<file path="src/rtl/typedefs_pkg.sv">
// Shared types for the ALU and its issue unit: ALU op selects, instruction classes,
// issue FSM states and the RISC-V funct3 encodings the issue unit decodes.
package typedefs_pkg;

    typedef enum logic [2:0] {
        ALU_AND = 3'd0,
        ALU_OR  = 3'd1,
        ALU_ADD = 3'd2,
        ALU_SUB = 3'd6,
        ALU_SLT = 3'd7
    } aluop_sel_t;

    typedef enum logic [1:0] {
        ALU_R  = 2'd0,
        ALU_I  = 2'd1,
        BRANCH = 2'd2,
        MEM    = 2'd3
    } alu_class_t;

    typedef enum logic [1:0] {
        IDLE = 2'd0,
        EXEC = 2'd1,
        DONE = 2'd2
    } issue_state_t;

    localparam logic [2:0] F3_ADD_SUB = 3'b000;
    localparam logic [2:0] F3_SLT     = 3'b010;
    localparam logic [2:0] F3_OR      = 3'b110;
    localparam logic [2:0] F3_AND     = 3'b111;
    localparam logic [2:0] F3_BEQ     = 3'b000;
    localparam logic [2:0] F3_BNE     = 3'b001;

endpackage

</file>
<file path="src/rtl/alu_issue_dec.sv">
// Combinational decode of (class, funct3, funct7[5]) into an ALU op select.
// Illegal encodings map to ADD and raise the illegal flag.
module alu_issue_dec
    import typedefs_pkg::*;
(
    input  alu_class_t op_class,
    input  logic [2:0] funct3,
    input  logic       funct7b5,
    output aluop_sel_t sel,
    output logic       illegal
);

    always_comb begin
        // NOTE: defaults first so every path assigns both outputs and no latch is inferred.
        sel     = ALU_ADD;
        illegal = 1'b0;
        case (op_class)
            ALU_R, ALU_I: begin
                case (funct3)
                    F3_ADD_SUB: sel = (op_class == ALU_R && funct7b5) ? ALU_SUB : ALU_ADD;
                    F3_AND:     sel = ALU_AND;
                    F3_OR:      sel = ALU_OR;
                    F3_SLT:     sel = ALU_SLT;
                    default:    illegal = 1'b1;
                endcase
            end
            BRANCH: begin
                if (funct3 == F3_BEQ || funct3 == F3_BNE) begin
                    sel = ALU_SUB;
                end else begin
                    illegal = 1'b1;
                end
            end
            MEM:     sel = ALU_ADD;
            default: illegal = 1'b1;
        endcase
    end

endmodule

</file>
<file path="src/rtl/alu_issue_unit.sv">
// Issues one decoded op to the combinational ALU per valid/ready handshake and returns
// result, zero flag and branch decision. Define ALU_ISSUE_ERR_EN to add the out_err port.
module alu_issue_unit
    import typedefs_pkg::*;
#(
    parameter int DWIDTH = 8
) (
    input  logic              clk,
    input  logic              rst,
    input  logic              in_valid,
    output logic              in_ready,
    input  alu_class_t        in_class,
    input  logic [2:0]        in_funct3,
    input  logic              in_funct7b5,
    input  logic [DWIDTH-1:0] in_a,
    input  logic [DWIDTH-1:0] in_b,
    output aluop_sel_t        alu_sel,
    output logic [DWIDTH-1:0] alu_src1,
    output logic [DWIDTH-1:0] alu_src2,
    input  logic [DWIDTH-1:0] alu_res,
    input  logic              alu_res_is_0,
    output logic              out_valid,
    input  logic              out_ready,
    output logic [DWIDTH-1:0] out_res,
    output logic              out_zero,
    output logic              out_br_taken
`ifdef ALU_ISSUE_ERR_EN
    ,output logic             out_err
`endif
);

    issue_state_t      state, state_nxt;
    aluop_sel_t        dec_sel, sel_q;
    alu_class_t        class_q;
    logic [2:0]        f3_q;
    logic [DWIDTH-1:0] a_q, b_q;
    logic              accept;
    logic [DWIDTH-1:0] cap_res;
    logic              cap_zero, cap_br;

`ifdef ALU_ISSUE_ERR_EN
    logic dec_illegal, err_q;
`else
    logic unused_illegal;
`endif

    alu_issue_dec u_dec (
        .op_class (in_class),
        .funct3   (in_funct3),
        .funct7b5 (in_funct7b5),
        .sel      (dec_sel),
`ifdef ALU_ISSUE_ERR_EN
        .illegal  (dec_illegal)
`else
        .illegal  (unused_illegal)
`endif
    );

    assign accept = in_valid & in_ready;

    // NOTE: sequential state uses non-blocking assignments so every register samples pre-edge values.
    always_ff @(posedge clk) begin
        if (rst) state <= IDLE;
        else     state <= state_nxt;
    end

    always_comb begin
        state_nxt = state;
        case (state)
            IDLE:    if (accept) state_nxt = EXEC;
            EXEC:    state_nxt = DONE;
            DONE:    if (out_ready) state_nxt = in_valid ? EXEC : IDLE;
            default: state_nxt = IDLE;
        endcase
    end

    always_comb begin
        in_ready  = (state == IDLE) || (state == DONE && out_ready);
        out_valid = (state == DONE);
        alu_sel   = sel_q;
        alu_src1  = a_q;
        alu_src2  = b_q;
    end

    // Operation latch; reset values make the idle ALU see AND of zeros.
    always_ff @(posedge clk) begin
        if (rst) begin
            sel_q   <= ALU_AND;
            class_q <= ALU_R;
            f3_q    <= '0;
            a_q     <= '0;
            b_q     <= '0;
`ifdef ALU_ISSUE_ERR_EN
            err_q   <= 1'b0;
`endif
        end else if (accept) begin
            sel_q   <= dec_sel;
            class_q <= in_class;
            f3_q    <= in_funct3;
            a_q     <= in_a;
            b_q     <= in_b;
`ifdef ALU_ISSUE_ERR_EN
            err_q   <= dec_illegal;
`endif
        end
    end

    always_comb begin
        cap_res  = alu_res;
        cap_zero = alu_res_is_0;
        cap_br   = 1'b0;
        if (class_q == BRANCH) begin
            if (f3_q == F3_BEQ)      cap_br = alu_res_is_0;
            else if (f3_q == F3_BNE) cap_br = ~alu_res_is_0;
        end
`ifdef ALU_ISSUE_ERR_EN
        // An illegal op still completes, but with a fixed neutral result.
        if (err_q) begin
            cap_res  = '0;
            cap_zero = 1'b1;
            cap_br   = 1'b0;
        end
`endif
    end

    // Result registers only change on the EXEC edge, so they hold through backpressure.
    always_ff @(posedge clk) begin
        if (rst) begin
            out_res      <= '0;
            out_zero     <= 1'b0;
            out_br_taken <= 1'b0;
`ifdef ALU_ISSUE_ERR_EN
            out_err      <= 1'b0;
`endif
        end else if (state == EXEC) begin
            out_res      <= cap_res;
            out_zero     <= cap_zero;
            out_br_taken <= cap_br;
`ifdef ALU_ISSUE_ERR_EN
            out_err      <= err_q;
`endif
        end
    end

endmodule

</file>
<file path="config.mk">
export PLATFORM = sky130hd
export DESIGN_NAME = alu_issue_unit
export DESIGN_NICKNAME = d
export VERILOG_FILES = /design/src/rtl/typedefs_pkg.sv /design/src/rtl/alu_issue_dec.sv /design/src/rtl/alu_issue_unit.sv
export SDC_FILE = /design/constraint.sdc
export NUM_CORES = 1
export LEC_CHECK = 0
export ABC_AREA = 1
export BUFFER_PORTS_ARGS = -buffer_cell sky130_fd_sc_hd__buf_4
export CAP_MARGIN = 20
export CORE_ASPECT_RATIO = 0.75
export CORE_MARGIN = 2
export CORE_UTILIZATION = 45
export DETAILED_ROUTE_END_ITERATION = 10
export GPL_TIMING_DRIVEN = 0
export PLACE_DENSITY_LB_ADDON = 0.2
export SLEW_MARGIN = 20
export SYNTH_ARGS = -nofsm -noshare
export SYNTH_HDL_FRONTEND = slang
export SYNTH_SLANG_ARGS = --single-unit
export TNS_END_PERCENT = 100
</file>
<file path="constraint.sdc">
create_clock -name clk -period 1.2 [get_ports clk]
set_clock_uncertainty 0.1 [all_clocks]
set_input_delay 0.24 -clock clk [delete_from_list [all_inputs] [get_ports clk]]
set_output_delay 0.24 -clock clk [all_outputs]
set_load 0.01 [all_outputs]
</file>
==> Yosys cells after proc, flatten, opt, wreduce, memory -nomap -nowiden <==
Index checks and enable logic that the tools add are counted.
{ "classes": {"n_addsub": 0, "n_mul": 0, "n_reduce_logical": 10, "muxes": 11, "n_div": 0, "n_eq_ne": 13, "magnitude_cmp": 0, "shifts": 0, "bitwise": 2} }
{ "op_table": {"columns": ["cell", "n"], "rows": [
  ["$pmux W3 S4", 1],
  ["$pmux W3 S3", 1],
  ["$eq A2 B2 Y1 const B", 4],
  ["$eq A3 B1 Y1 const B", 2],
  ["$eq A3 B3 Y1 const B", 2],
  ["$logic_not A3 Y1", 2],
  ["$mux W3", 2],
  ["$pmux W2 S3", 1],
  ["$eq A2 B1 Y1 const B", 2],
  ["$logic_not A2 Y1", 2],
  ["$mux W1", 4],
  ["$mux W2", 2],
  ["$eq A3 B2 Y1 const B", 1],
  ["$logic_and A1 B1 Y1", 2],
  ["$logic_or A1 B1 Y1", 2],
  ["$ne A2 B1 Y1 const B", 1],
  ["$ne A2 B2 Y1 const B", 1],
  ["$reduce_and A2 Y1", 1],
  ["$reduce_or A2 Y1", 1],
  ["$and A1 B1 Y1", 1],
  ["$not A1 Y1", 1]
]} }
{ "totals": {"output_inout_bits": 31, "n_memories": 0, "ramBits": 0, "register_bits": 36, "inputBits": 35, "mem_bits_ro": 0, "elab_cells": 45, "latchBits": 0} }

==> Longest topological paths before layout <==
{ "depth": {"word_depth": 6, "depth_mapped": 7} }

==> Modules after synthesis <==
Synthesis repeated with hierarchy kept, for this count alone.
{ "hier_totals": {"cells_unflattened": 193, "area_unflattened_um2": 1461.4} }
{ "modules_own_cells": {"columns": ["mod", "cells_each", "area_per_inst_um2", "seq_area_each_um2", "instances"], "rows": [
  ["alu_issue_unit", 174, 1376.3, 720.7, 1],
  ["alu_issue_dec", 19, 85.1, 0.0, 1]
]} }

==> Least setup slack after synthesis <==
OpenSTA, ideal clock, no wires.
{ "synth_timing": {"kind": "register to register", "from": "register state[1]", "to": "register a_q[0] (netlist: alu_src1[0])", "n_path_buf": 1, "slack_ns": 0.124, "t_arrival_ns": 0.860, "t_required_ns": 0.984, "setup_ns": 0.116, "path_stages_with_launch": 7, "path_cell_list": "dfxtp_1 -> nand2_2 -> nand3_4 -> inv_4 -> buf_6 -> nor2_1 -> nor2_1"} }
{ "synth_via": {"elab_chain_cells": 4, "elab_cells_between_ends": 5, "classes_between": "eq/ne: 1; bitwise: 1; reduce/logical: 3"} }
{ "synth_lines": {"columns": ["item", "line", "source"], "rows": [
  ["from (decl)", "alu_issue_unit.sv:32", "issue_state_t state, state_nxt;"],
  ["from (signal assigned)", "alu_issue_unit.sv:64", "else state <= state_nxt;"],
  ["$eq A2 B2 Y1", "alu_issue_unit.sv:78", "in_ready = (state == IDLE) || (state == DONE && out_ready);"],
  ["$logic_and A1 B1 Y1", "alu_issue_unit.sv:78", null],
  ["$logic_or A1 B1 Y1 (*)", "alu_issue_unit.sv:78", null],
  ["$and A1 B1 Y1 (*)", "alu_issue_unit.sv:59", "assign accept = in_valid & in_ready;"],
  ["to (signal assigned)", "alu_issue_unit.sv:100", "a_q <= in_a;"],
  ["to (decl)", "alu_issue_unit.sv:36", "logic [DWIDTH-1:0] a_q, b_q;"]
]} }
Every way passes the cells marked *; elsewhere a longest branch is shown, timed or not.
A chain may end at the register's enable or synchronous reset.

==> Worst setup path after layout <==
{ "layout_timing": {"from": "register state[0]", "to": "output in_ready"} }
{ "layout_via": {"elab_chain_cells": 3, "elab_cells_between_ends": 4, "classes_between": "eq/ne: 1; reduce/logical: 3"} }
{ "layout_lines": {"columns": ["item", "line", "source"], "rows": [
  ["$eq A2 B2 Y1", "alu_issue_unit.sv:78", null],
  ["$logic_and A1 B1 Y1", "alu_issue_unit.sv:78", null],
  ["$logic_or A1 B1 Y1 (*)", "alu_issue_unit.sv:78", null],
  ["to (decl)", "alu_issue_unit.sv:11", "output logic in_ready,"]
]} }
Marked as above.

==> run summary <==
post-layout net count: 288
die area: 3490 um2
RSZ-0062 raised after global routing: true
first-pass GRT wire length: 5200 um
number of buffers created by CTS: 5
placed cell count: 278
Clk Latency, worst-skew pair: 0.29 ns
# setup viols final: 20
Syn Inst Count: 175
Post-Syn Area: 1370 um2
worst slack, placed: -0.0840 ns
cells along the critical path: inv_4 > nand2_2 > inv_2 > buf_6
HPWL Detailed: 2380 um
vias per cell: 4.71
r2r startpoint: state[0]$_SDFFE_PP0P_
Max IR drop VDD: 0.000920 V
max incr delay on CP: 0.37 ns
# hold bufs at CTS: 0
Synth Warn #: 0
pin count of the biggest net entering global routing: 12
sum of negative setup slack: -0.570 ns
violated checks: setup timing
overall die width: 67.6 um
Pwr Density: 1310 nW/um2
Die H: 51.7 um
Layout Cells excl Fill: 292
P_leak: 1.04 nW
register area share after synthesis: 52.8%
Max Slew Vio Count: 0
Starting Density: 46.8%
Tmin final: 1.26 ns
fraction of layout cells with a size suffix above 1: 44.5%
first drt pass iteration count: 4
post-synth net total: 210
crit start category: flip-flop
Final Hold Viols: 0
hold path startpoint: rst
vias in the first global route: 1,171
WHS Path Cells: 2
Req. time, crit path: 0.86 ns
outcome: complete, but fails checks
GRT Overall Usage: 20.5%
slew at the pin with the worst max-slew slack: 0.411 ns
CTS tree: built
via count: 1,376
Max-slew headroom: 72.6%
delay-heaviest family, CP: flip-flops
clock sink count: 36
R2R Setup Slk: -0.05 ns
most frequent cells in the layout: buf_4, nor2_1, dfxtp_1, o21ai_1, o21ai_0
Post-Syn Area per Cell: 7.80 um2
WHS Endpoint: state[1]$_SDFFE_PP0P_
Pwr Total: 2.86 mW
synthesis-stage register bit count: 36
Post-Route WL: 3520 um
Clk pin slew, worst setup/hold paths: 0.07 ns
row count: 17
reg-to-reg critical path endpoint: alu_src2[5]$_SDFFE_PP0P_
fin worst setup slack: -0.0603 ns
Avg WL per Cell: 12.0 um
hold crit path type: in2reg
crit-path max FO: 3
Crit Path Category: reg2out
Synth cell types: 20
I/O Pins: 66
Routed Antenna Nets: 0
I/O Buffers: 65
CTS Buffer Depth: 2
core area: 2910 um2
drt initial violations: 57
initial antenna violation count: 0
Root Driver: clkbuf_8
fmax: 793 MHz
RD Place Congestion: 0.764
worst path buffer plus inverter count: 3
Synth-to-Final Area Change: 59.2%
design area: 2170 um2
# diodes: 0
most common cell after layout, fill and taps aside: buf_4
CP arrival: 0.92 ns
placed instance area: 1900 um2
GRT overflow: 0
Slowest cell on crit path: dfxtp_2
worst-case reg-to-reg path depth: 7
Remaining DRCs: 0
H-tree depth: 2
period utilization: 105%
Critical Path End Type: output pin
total of max-cap violations: 0
==> cell usage after synthesis (all sizes together) <==
library cell,n,area [um2]
a211oi,1,7.51
a21oi,5,28.8
buf,4,45.0
clkbuf,4,16.3
clkinv,1,3.75
dfxtp,36,721
inv,11,43.8
nand2,13,51.3
nand3,1,17.5
nor2,65,257
nor3,1,5.00
o21ai,32,160
xor2,1,8.76
==> final cells by class <==
type / count / area, um2
Buffer: 8 / 75.1
Clock buffer: 6 / 82.6
Clock inverter: 2 / 10.0
Fill cell: 235 / 741
Inverter: 12 / 57.6
Multi-Input combinational cell: 119 / 602
Sequential cell: 36 / 723
Tap cell: 38 / 47.5
Timing Repair Buffer: 71 / 576
==> worst max-delay path by stage <==
| stage | startpoint | depth (start not counted) | to |
|---|---|---|---|
| 2_1_floorplan | state[1]$_SDFFE_PP0P_ | 6 | alu_src1[0]$_SDFFE_PP0P_ |
| 3_3_place_gp | rst | 5 | alu_src2[6]$_SDFFE_PP0P_ |
| 3_5_place_dp | rst | 5 | out_res[6]$_SDFFE_PP0N_ |
| 4_1_cts | state[1]$_SDFFE_PP0P_ | 4 | in_ready |
| 5_1_grt | state[0]$_SDFFE_PP0P_ | 7 | alu_src1[3]$_SDFFE_PP0P_ |
| 6_report | state[0]$_SDFFE_PP0P_ | 4 | in_ready |
==> routing by layer <==
| layer | up-vias | wire length [um] | track usage [%] |
|---|---|---|---|
| li1 | 712 | - | - |
| met1 | 604 | 1550 | 25.0 |
| met2 | 49 | 1630 | 32.7 |
| met3 | 11 | 269 | 6.28 |
| met4 | 0 | 62 | 10.2 |
| met5 | - | 0 | 0 |
==> where the power goes <==
group	switching, mW	total, mW	leakage (nW)	internal (mW)
sequential	0.0593	1.35	0.298	1.29
combinational	0.281	0.602	0.693	0.322
clock	0.445	0.903	0.0510	0.458
==> per-stage QoR <==
step                utilization [%]  hold slack [ns]
floorplan                         -            0.209
global placement               65.2            0.340
detailed placement             65.2            0.341
CTS                            70.2           0.0287
global route                   74.6           0.0398
finish                         74.6           0.0327
==> kinds of logic (layout without fill, tap and decap cells) <==
family	count (synthesis)	in the layout	share of synthesized area (%)
DFF	36	36	52.8
buffers and inverters	20	99	7.97
and+or+nand+nor	80	80	24.2
xor gates and xnor gates	1	1	0.642
AOI/OAI and AO/OA	38	38	14.4
==> sequential cells by signal, summed over array words and instances, names as in the netlist <==
name	cells
alu_src1	8
alu_src2	8
out_res	8
alu_sel	3
f3_q	3
class_q	2
state	2
out_br_taken	1
out_zero	1
==> timing repair <==
action	4_1_cts	5_1_grt
endpoints found under the setup margin	14	34
resized for setup	15	32
setup buffers	4	0
pin swaps	3	3
cloned	0	2
Power figures use the tool's default switching activity.
